File: src/rtl/cpu_pkg.sv
// Shared constants and types for the pipelined MIPS core: reset/trap vectors,
// the bubble word, register indices and the next-PC select encoding.
package cpu_pkg;

  localparam logic [31:0] RESET_PC = 32'h0000_0000;
  localparam logic [31:0] ILLOP_PC = 32'h8000_0004;
  localparam logic [31:0] XADR_PC  = 32'h8000_0008;
  localparam logic [31:0] NOP_WORD = 32'h0000_0000;

  localparam int unsigned XP = 26;
  localparam int unsigned RA = 31;

  typedef enum logic [2:0] {
    SEL_SEQ,
    SEL_REDIR,
    SEL_IRQ,
    SEL_EXC,
    SEL_HOLD
  } pc_sel_e;

  // Kernel bit is never touched by the increment; the low 31 bits wrap.
  function automatic logic [31:0] pc_plus4(input logic [31:0] pc);
    return {pc[31], pc[30:0] + 31'd4};
  endfunction

endpackage

File: src/rtl/pipe_fetch_stage_pc_next_sel.sv
// Combinational next-PC priority mux for the fetch stage, including the
// kernel-bit protection applied to redirect targets.
module pc_next_sel #(
  parameter logic [31:0] ILLOP_PC   = cpu_pkg::ILLOP_PC,
  parameter logic [31:0] XADR_PC    = cpu_pkg::XADR_PC,
  parameter int unsigned DELAY_SLOT = 0
) (
  input  logic [31:0] i_pc,
  input  logic        i_stall,
  input  logic        i_redirect_valid,
  input  logic [31:0] i_redirect_pc,
  input  logic        i_exc_valid,
  input  logic        i_irq,
  output logic [31:0] o_next_pc,
  output logic [31:0] o_pc4,
  output cpu_pkg::pc_sel_e o_sel,
  output logic        o_bubble
);
  import cpu_pkg::*;

  logic [31:0] w_target;
  logic        w_irq_ok;

  assign o_pc4    = pc_plus4(i_pc);
  // A user-mode PC can never redirect into kernel space.
  assign w_target = i_pc[31] ? i_redirect_pc : {1'b0, i_redirect_pc[30:0]};
  assign w_irq_ok = i_irq && !i_pc[31] && !i_stall;

  always_comb begin
    o_sel     = SEL_SEQ;
    o_next_pc = o_pc4;
    o_bubble  = 1'b0;
    if (i_exc_valid) begin
      o_sel     = SEL_EXC;
      o_next_pc = XADR_PC;
      o_bubble  = 1'b1;
    end else if (w_irq_ok) begin
      o_sel     = SEL_IRQ;
      o_next_pc = ILLOP_PC;
      o_bubble  = 1'b1;
    end else if (i_stall) begin
      o_sel     = SEL_HOLD;
      o_next_pc = i_pc;
    end else if (i_redirect_valid) begin
      o_sel     = SEL_REDIR;
      o_next_pc = w_target;
      o_bubble  = (DELAY_SLOT == 0);
    end
  end

endmodule

File: src/rtl/pipe_fetch_stage.sv
// Instruction-fetch stage: PC register, IF/ID pipeline register and trap
// (interrupt/exception) vectoring with EPC capture.
module pipe_fetch_stage #(
  parameter logic [31:0] RESET_PC   = cpu_pkg::RESET_PC,
  parameter logic [31:0] ILLOP_PC   = cpu_pkg::ILLOP_PC,
  parameter logic [31:0] XADR_PC    = cpu_pkg::XADR_PC,
  parameter int unsigned DELAY_SLOT = 0,
  parameter logic [31:0] NOP_WORD   = cpu_pkg::NOP_WORD
) (
  input  logic        clk,
  input  logic        reset,
  output logic [31:0] imem_addr,
  input  logic [31:0] imem_instr,
  input  logic        stall,
  input  logic        redirect_valid,
  input  logic [31:0] redirect_pc,
  input  logic        exc_valid,
  input  logic        irq,
  output logic [31:0] if_id_instr,
  output logic [31:0] if_id_pc4,
  output logic        if_id_valid,
  output logic        trap_taken,
  output logic [31:0] trap_epc
);
  import cpu_pkg::*;

  logic [31:0] r_pc;
  logic [31:0] r_if_instr;
  logic [31:0] r_if_pc4;
  logic        r_if_valid;
  logic        r_trap_taken;
  logic [31:0] r_trap_epc;

  logic [31:0] w_next_pc;
  logic [31:0] w_pc4;
  pc_sel_e     w_sel;
  logic        w_bubble;

  pc_next_sel #(
    .ILLOP_PC   (ILLOP_PC),
    .XADR_PC    (XADR_PC),
    .DELAY_SLOT (DELAY_SLOT)
  ) u_pc_next_sel (
    .i_pc             (r_pc),
    .i_stall          (stall),
    .i_redirect_valid (redirect_valid),
    .i_redirect_pc    (redirect_pc),
    .i_exc_valid      (exc_valid),
    .i_irq            (irq),
    .o_next_pc        (w_next_pc),
    .o_pc4            (w_pc4),
    .o_sel            (w_sel),
    .o_bubble         (w_bubble)
  );

  always_ff @(posedge clk or negedge reset) begin
    if (!reset) begin
      r_pc         <= RESET_PC;
      r_if_instr   <= NOP_WORD;
      r_if_pc4     <= '0;
      r_if_valid   <= 1'b0;
      r_trap_taken <= 1'b0;
      r_trap_epc   <= '0;
    end else begin
      r_trap_taken <= 1'b0;
      if (w_sel != SEL_HOLD) begin
        r_pc <= w_next_pc;
        if (w_bubble) begin
          r_if_instr <= NOP_WORD;
          r_if_pc4   <= '0;
          r_if_valid <= 1'b0;
        end else begin
          r_if_instr <= imem_instr;
          r_if_pc4   <= w_pc4;
          r_if_valid <= 1'b1;
        end
      end
      // Exception returns past the faulting decode; interrupt re-executes the fetch.
      if (w_sel == SEL_EXC) begin
        r_trap_taken <= 1'b1;
        r_trap_epc   <= r_if_pc4;
      end else if (w_sel == SEL_IRQ) begin
        r_trap_taken <= 1'b1;
        r_trap_epc   <= r_pc;
      end
    end
  end

  assign imem_addr   = r_pc;
  assign if_id_instr = r_if_instr;
  assign if_id_pc4   = r_if_pc4;
  assign if_id_valid = r_if_valid;
  assign trap_taken  = r_trap_taken;
  assign trap_epc    = r_trap_epc;

endmodule

File: config.mk
export PLATFORM = sky130hd
export DESIGN_NAME = pipe_fetch_stage
export DESIGN_NICKNAME = d
export VERILOG_FILES = /design/src/rtl/cpu_pkg.sv /design/src/rtl/pipe_fetch_stage_pc_next_sel.sv /design/src/rtl/pipe_fetch_stage.sv
export SDC_FILE = /design/constraint.sdc
export NUM_CORES = 1
export LEC_CHECK = 0
export BUFFER_PORTS_ARGS = -buffer_cell sky130_fd_sc_hd__buf_2
export CAP_MARGIN = 30
export CORE_MARGIN = 5
export CORE_UTILIZATION = 30
export CTS_CLUSTER_SIZE = 8
export DETAILED_ROUTE_END_ITERATION = 10
export PLACE_DENSITY = 0.58
export SYNTH_ARGS = -nofsm -noshare
export SYNTH_HDL_FRONTEND = slang
export SYNTH_HIERARCHICAL = 1
export SYNTH_SLANG_ARGS = --single-unit
File: constraint.sdc
create_clock -name clk -period 2.4 [get_ports clk]
set_input_delay 0.48 -clock clk [delete_from_list [all_inputs] [get_ports clk]]
set_output_delay 0.48 -clock clk [all_outputs]
set_load 0.05 [all_outputs]
After elaboration in Yosys (flattened, before gate mapping) --
Index checks and enable logic that the tools add are counted.
Storage, ports and cells: flip-flop bits (word level) 130, word-level logic and storage cells 40
Cells by class: $add $sub $neg 1, equality and inequality tests 4, multiplexer cells 20, reductions and logical operators 8
Operators with widths (number):
- 32-bit 2-to-1 mux | 9
- 31-bit by 3-bit adder with 31-bit output, second input constant | 1
- 3-bit 2-to-1 mux | 3
- 1-bit 2-to-1 mux | 8
- 3-bit by 2-bit equality test with 1-bit output, second input constant | 2
- 3-bit by 1-bit inequality test with 1-bit output, second input constant | 1
- 3-bit inequality test, second input constant | 1
- 3-bit AND reduction | 1
- 3-bit nonzero test | 1
- 1-bit logical AND | 2
- 1-bit logical NOT | 2
- 2-bit AND reduction | 1
- 2-bit nonzero test | 1

Longest topological paths before layout --
Gate-level depths: netlist (run 1).
word-level depth 8, depth in mapped cells 9, gate-level depth less buffers 7

Cells and area by module --
The synthesis (run 1) kept the hierarchy.
Modules (own cells, without submodules):
- pipe_fetch_stage | times used 1, cells an instance 383, area an instance 5622.9 µm²
- pc_next_sel | times used 1, cells an instance 329, area an instance 1958.1 µm²

Worst setup path after synthesis (run 1) --
No wires, ideal clock.
path type register to register, from register r_pc[2] (netlist: imem_addr[2]), to register r_if_pc4[24] (netlist: if_id_pc4[24]), library setup time 125 ps, arrival 2419 ps, path slack -144 ps, cell stages (with the launch flop) 9, path buffers 1, clock period less this slack 2544 ps, path through dfrtp_1 -> ha_1 -> clkbuf_1 -> nand3_1 -> nor3_1 -> nand3_1 -> xnor2_1 -> nor2b_1 -> mux2_2
On the way: longest elaborated chain between the ends 2
RTL lines:
- from (decl) | line pipe_fetch_stage.sv:27 | logic [31:0] r_pc;
- from (signal assigned) | line pipe_fetch_stage.sv:67 | r_pc <= w_next_pc;
- 31-bit by 3-bit adder with 31-bit output | line cpu_pkg.sv:23 | return {pc[31], pc[30:0] + 31'd4};
- net w_pc4[24] | line pipe_fetch_stage.sv:35 | logic [31:0] w_pc4;
- 32-bit 2-to-1 mux | line pipe_fetch_stage.sv:68 | if (w_bubble) begin
- to (signal assigned) | line pipe_fetch_stage.sv:74 | r_if_pc4 <= w_pc4;
- to (decl) | line pipe_fetch_stage.sv:29 | logic [31:0] r_if_pc4;
The timed path passes the listed nets, and every way through them passes these cells. A chain may end at the register's enable or synchronous reset.

Final worst setup path (run 1) --
from register r_pc[14] (netlist: imem_addr[14]), to register r_pc[29] (netlist: imem_addr[29])
On the way: longest elaborated chain between the ends 5
RTL lines:
- 31-bit by 3-bit adder with 31-bit output | line cpu_pkg.sv:23
- 32-bit 2-to-1 mux | line pipe_fetch_stage_pc_next_sel.sv:44 | end else if (i_redirect_valid) begin
- 32-bit 2-to-1 mux | line pipe_fetch_stage_pc_next_sel.sv:41 | end else if (i_stall) begin
- 32-bit 2-to-1 mux | line pipe_fetch_stage_pc_next_sel.sv:37 | end else if (w_irq_ok) begin
- 32-bit 2-to-1 mux | line pipe_fetch_stage_pc_next_sel.sv:33 | if (i_exc_valid) begin
- net w_next_pc[29] | line pipe_fetch_stage.sv:34 | logic [31:0] w_next_pc;
The timed path passes the listed nets, and every way through them passes these cells. The select of a mux whose other input is x is not followed.

==> results of run 1 <==
[power by group]
| part | internal, mW | switching [mW] | total (mW) |
|---|---|---|---|
| sequential | 2.35 | 0.116 | 2.46 |
| clock | 1.78 | 0.991 | 2.77 |
| combinational | 0.493 | 1.01 | 1.51 |
[registers in the layout (all words and copies together) (netlist names)]
name         cells
if_id_instr     32
if_id_pc4       32
if_id_valid      1
imem_addr       32
trap_epc        32
trap_taken       1
[through the flow]
step	std cells	cell area (sq um)	hold slack [ns]	worst slack, ns
6_report	1265	9920	0.0236	0.220
5_1_grt	1265	9920	0.0561	0.106
4_1_cts	1265	9910	0.0383	0.195
3_5_place_dp	1234	9290	0.477	0.218
3_3_place_gp	1234	9290	0.481	0.225
2_1_floorplan	712	7600	0.184	0.00166
[layout by cell type, fill, tap and decap left out, types with 11 or more instances in the layout]
cell       synthesis  final
a21oi_1           19     19
a31oi_1           12     12
buf_12             0     11
buf_2             18    198
buf_4              8     48
clkbuf_16          0     17
dfrtp_1          130    120
mux2_1            29     29
mux2_2           132    132
nand2_1           32     32
nand3_1           23     22
nand4_1           14     14
nor2_1            33     32
nor2b_1           74     73
xnor2_1           12     12
xor2_1            14     14
[synth_stat cells, drive strengths merged, types with 3 or more instances]
cell type and instances:
o31ai 3, and4 4, nor4 4, and2 4, o21ai 10, nor3b 3
nor2 33, nand2 32, o211ai 7, a21o 5, inv 8, mux2 161
clkbuf 34, or4 4, nor3 12, a22oi 10, nand4 16, mux2i 4
o311ai 6, xor2 14, a22o 3, a21oi 19, xnor2 12, a31oi 12
nor2b 74, and3 5, buf 32, nand3 23, dfrtp 130, nand2b 4
[logic make-up (layout without fill, tap and decap cells)]
| family | after synthesis | in the layout | share of synthesized area |
|---|---|---|---|
| AO/OA/AOI/OAI | 93 | 93 | 0.0843 |
| XOR/XNOR | 26 | 26 | 0.0300 |
| adder cells (fa/ha/maj) | 1 | 1 | 0.00165 |
| buffers and inverters | 74 | 297 | 0.0475 |
| flip-flops | 130 | 130 | 0.429 |
| multiplexers | 165 | 165 | 0.244 |
| AND/OR/NAND/NOR | 223 | 223 | 0.163 |
[layer usage]
metal | share of wire | vias up | track usage
met3 | 0.074 | 26 | 0.0467
li1 | - | 2971 | -
met2 | 0.48 | 232 | 0.262
met1 | 0.44 | 3107 | 0.212
met4 | 0.011 | 4 | 0.0533
met5 | 0.0012 | - | 0
[worst max-delay path by stage]
stage,from,to,cells after the start
floorplan,imem_addr[9],if_id_pc4[19],9
global placement,irq,if_id_pc4[17],8
detailed placement,imem_addr[4],imem_addr[11],5
CTS,imem_addr[4],imem_addr[11],5
global route,imem_addr[14],imem_addr[30],5
finish,imem_addr[14],imem_addr[29],5
[area by class of cell]
| class | instances | area [sq um] |
|---|---|---|
| clock inverters | 10 | 159 |
| flip-flops and latches | 130 | 3270 |
| repair buffers | 258 | 1580 |
| well taps | 330 | 413 |
| multi-input cells | 508 | 4010 |
| inverters | 8 | 30.0 |
| fillers | 2452 | 15100 |
| clock buffers | 21 | 460 |
[timing repair]
| item | CTS | global route |
|---|---|---|
| resized for setup | 0 | 2 |
| endpoints found under the hold margin | 0 | 0 |
| setup endpoints to repair | 0 | 1 |
==> flow_metrics.tcl, run 1 <==
set metrics [dict create \
    run_status "finished, final reports clean" \
    synth_area_leaders "dfrtp_1 43%, mux2_2 20%, nor2b_1 6.1%, mux2_1 4.3%, clkbuf_1 1.7%" \
    r2r-start "imem_addr[14]" \
    synth_warnings 6 \
    ant_nets 0 \
    via_per_inst 5.01 \
    initial_core_util 0.303 \
    antennaDiodeCount 0 \
    overflow 0 \
    die_h_microns 169 \
    fin_crit_sh 0.908 \
    maxCapViolations 0 \
    timing.rr.end "imem_addr[29]" \
    synthCells 712 \
    cp_cell_sequence "nand3_1, or4_4, or4_1, a31oi_1, mux2_2" \
    grt_pass1_vias 6306 \
    cts_sinks 130 \
    critPathTopFamily "simple AND/OR/NAND/NOR gates" \
    r2r_slack_ns 0.22 \
    relSlewSlack 0.475 \
    syn_nets 783 \
    ys_ff_latch 130 \
    ir_drop_uv 370 \
    netlist.area_leader.share 0.429 \
    drt_first_pass_iters 5 \
    synthDistinctLibCells 55 \
    critPathBufInv 0 \
    numCtsBuffers 17 \
    io_pins 200 \
    critPathRequiredTime_ns 2.76 \
    synth_edf_count 0 \
    ctsRootBufferMaster "clkbuf_16" \
    drive_gt1_frac 0.472 \
    die_x_microns 169 \
    cts_hold_buf 0 \
    drt_iter0_drc 390 \
    fin_crit_ns 2.18 \
    grt.total_usage 0.163 \
    h-tree-depth 4 \
    cp-end-kind "flop" \
    worstSetupPathType "flop to flop" \
    clock_path_buffers 2 \
    hp-class "primary input to asynchronous set/reset pin" \
    final_nets 994 \
    crit_fanout 11 \
    cts.clk_slew.worst_paths_ns 0.06 \
    slowest_delay_ns 0.60 \
    timing.fmax_ghz 0.459 \
    wl_per_cell_microns 18.3 \
    p_per_area_nw_per_um2 680 \
    grt_max_degree 51 \
    cts_tree "built" \
    finalHoldViolCount 0 \
    fp-row-count 58 \
    syn_avg_cell_area_sq_um 10.6 \
    area.growth.synth_to_final_pct 30.8 \
    p_leak_nw 4.84 \
    clk_latency_ns 0.42 \
    rsz0062_at_grt "false" \
    die_area_sq_um 28500 \
    drc 0 \
    slew_viol_final 0 \
    setup_viol 0 \
    async_flop_share 1.00 \
    synth_top_area_cell "dfrtp_1" \
    worst_path_max_delay_cell "or4_4" \
    postCtsSetupBuffers 0 \
    grt_pass1_wl_microns 36600 \
    vias 6340 \
    tightest_slew_ns 0.782 \
    worstSetupStartpointType "flop" \
    portBuffers 199 \
    worstPathArrival_ns 2.54 \
    setup_tns_ns 0 \
    antenna_found_initial 2 \
    syn_area_sq_um 7580 \
    gp_congestion 0.822 \
    core_sq_um 25000 \
    clock_skew_ns 0.0101 \
    fin_util 0.396 \
    ff2ff_path_depth 5 \
    dp_hpwl_microns 16700 \
    power_mw 6.74 \
    synthFlopType "dfrtp_1" \
    routed_wl_microns 23200 \
    yosysSeqAreaShare 0.429 \
]
Power figures use the tool's default switching activity.
==> run 2, diff against run 1 <==
--- a/config.mk
+++ b/config.mk
@@ -11,7 +11,7 @@
 export CORE_UTILIZATION = 30
 export CTS_CLUSTER_SIZE = 8
 export DETAILED_ROUTE_END_ITERATION = 10
-export PLACE_DENSITY = 0.58
+export PLACE_DENSITY = 0.56
 export SYNTH_ARGS = -nofsm -noshare
 export SYNTH_HDL_FRONTEND = slang
 export SYNTH_HIERARCHICAL = 1
==> constraint.sdc (replaced) <==
create_clock -name clk -period 2.32 [get_ports clk]
set_input_delay 0.464 -clock clk [delete_from_list [all_inputs] [get_ports clk]]
set_output_delay 0.464 -clock clk [all_outputs]
set_load 0.05 [all_outputs]
==> run 2 against run 1 <==
Net effect: count of clock-buffer cells in the layout decreased by 2; via count is 0.41% lower; power rose by 2.1%.
==> flow_metrics.tcl, run 2 (synthesized netlist as in run 1, its figures left out) <==
set metrics [dict create \
    maxCapViolations 0 \
    hp-class "primary input to flop" \
    run_status "finished, final reports clean" \
    initial_core_util 0.303 \
    fin_crit_sh 0.912 \
    cts.clk_slew.worst_paths_ns 0.06 \
    setup_viol 0 \
    final_nets 1003 \
    drt_iter0_drc 343 \
    layout_common_cells "198 x buf_2, 132 x mux2_2, 112 x dfrtp_1" \
    grt_pass1_vias 6500 \
    p_leak_nw 4.84 \
    clk_latency_ns 0.42 \
    critPathBufInv 0 \
    worstSetupStartpointType "flop" \
    slew_viol_final 0 \
    relSlewSlack 0.546 \
    slowest_delay_ns 0.43 \
    h-tree-depth 4 \
    timing.fmax_ghz 0.473 \
    fin_crit_ns 2.12 \
    grt_pass1_wl_microns 36700 \
    ff2ff_path_depth 6 \
    fin_util 0.398 \
    finalHoldViolCount 0 \
    power_mw 6.88 \
    grt.total_usage 0.162 \
    area.sequential_sq_um 3280 \
    core_sq_um 25000 \
    fp-row-count 58 \
    wl_per_cell_microns 18.1 \
    nFillCells 2517 \
    vias 6314 \
    placedCellCount 1242 \
    final_common_cell "buf_2" \
    post_dp_cell_area_sq_um 9340 \
    critPathRequiredTime_ns 2.63 \
    die_x_microns 169 \
    cts_tree "built" \
    ant_nets 0 \
    drc 0 \
    cp.depth 6 \
    drive_gt1_frac 0.489 \
    crit_fanout 8 \
    portBuffers 199 \
    final_area_sq_um 9970 \
    hold_depth 3 \
    ir_drop_uv 399 \
    worstSetupPathType "flop to flop" \
    cts_sinks 130 \
    p_per_area_nw_per_um2 691 \
    overflow 0 \
    routed_wl_microns 23000 \
    multi_input_area_sq_um 4030 \
    die_area_sq_um 28500 \
    rsz0062_at_grt "false" \
    critPathTopFamily "compound AO/OA/AOI/OAI gates" \
    io_pins 200 \
    clock_path_buffers 2 \
    drt_first_pass_iters 5 \
    worst_path_max_delay_cell "dfrtp_2" \
    via_per_inst 4.95 \
    stdcell_count 1276 \
    postCtsSetupBuffers 0 \
    gp_congestion 0.849 \
    clock_skew_ns 0.00948 \
    area.growth.synth_to_final_pct 31.5 \
    tightest_slew_ns 0.676 \
    numCtsBuffers 17 \
    dp_hpwl_microns 16900 \
    cp_cell_sequence "ha_1, and3_1, nand3_1, o311ai_0, o211ai_1, mux2_2" \
    grt_max_degree 50 \
    ctsRootBufferMaster "clkbuf_16" \
    antenna_found_initial 3 \
    die_h_microns 169 \
    cp-end-kind "flop" \
    worstPathArrival_ns 2.43 \
]
==> run 2: cell count changes in the layout (fill, tap and decap cells not counted), moves of 2 or more <==
cell | before | now
buf_12 | 11 | 8
clkinv_4 | 1 | 3
clkinvlp_4 | 2 | 4
dfrtp_2 | 10 | 18
nor4_1 | 4 | 0
buf_4 | 48 | 59
dfrtp_1 | 120 | 112
nor4_2 | 0 | 4
==> run 2: metrics by stage <==
stage | setup TNS, ns | hold slack, ns | setup slack, ns
finish | 0 | 0.358 | 0.204
global route | 0 | 0.364 | 0.0853
CTS | 0 | 0.342 | 0.128
detailed placement | 0 | 0.412 | 0.116
global placement | 0 | 0.413 | 0.148
floorplan | -0.00767 | 0.168 | -0.00767
==> run 2: area by class of cell <==
type                       count  share of cell area
sequential                   130               0.329
antenna                        1            0.000251
clock inverter                13              0.0162
multi-input combinational    508               0.404
timing repair buffer         267               0.162
tap                          330              0.0414
clock buffer                  19              0.0444
inverter                       8             0.00301
==> run 2: layer usage <==
layer	wire length (microns)	track usage
met4	338	0.0420
met2	10900	0.266
met1	10500	0.215
met5	34	0
met3	1250	0.0404
==> run 2: what timing repair did <==
| item | 4_1_cts | 5_1_grt |
|---|---|---|
| resized for setup | 0 | 1 |
| endpoints found under the setup margin | 0 | 1 |
| hold buffers | 1 | 0 |
| hold endpoints to repair | 37 | 0 |
==> run 2: path summary, 6_finish.rpt <==
path | from | endpoint | slack [ns]
worst max-delay path | imem_addr[2] | imem_addr[28] | 0.20
worst min-delay path | imem_instr[27] | if_id_instr[27] | 0.36
min in group asynchronous | reset | if_id_pc4[3] | 0.53
worst max register to register | imem_addr[2] | imem_addr[28] | 0.20
max in group asynchronous | reset | imem_addr[19] | 1.14
worst min register to register | if_id_instr[28] | if_id_instr[28] | 0.49
==> run 2: where the power goes <==
part           total (mW)  switching [mW]  internal (mW)
Clock                2.79            1.07           1.72
Combinational        1.55            1.04          0.506
Sequential           2.55           0.122           2.43
==> run 2: worst register-to-register path, cell delays in order, from the launching register on <==
cell      delay [ns]
dfrtp_2         0.43
ha_1            0.26
and3_1          0.27
nand3_1         0.19
o311ai_0        0.43
o211ai_1        0.15
mux2_2          0.28
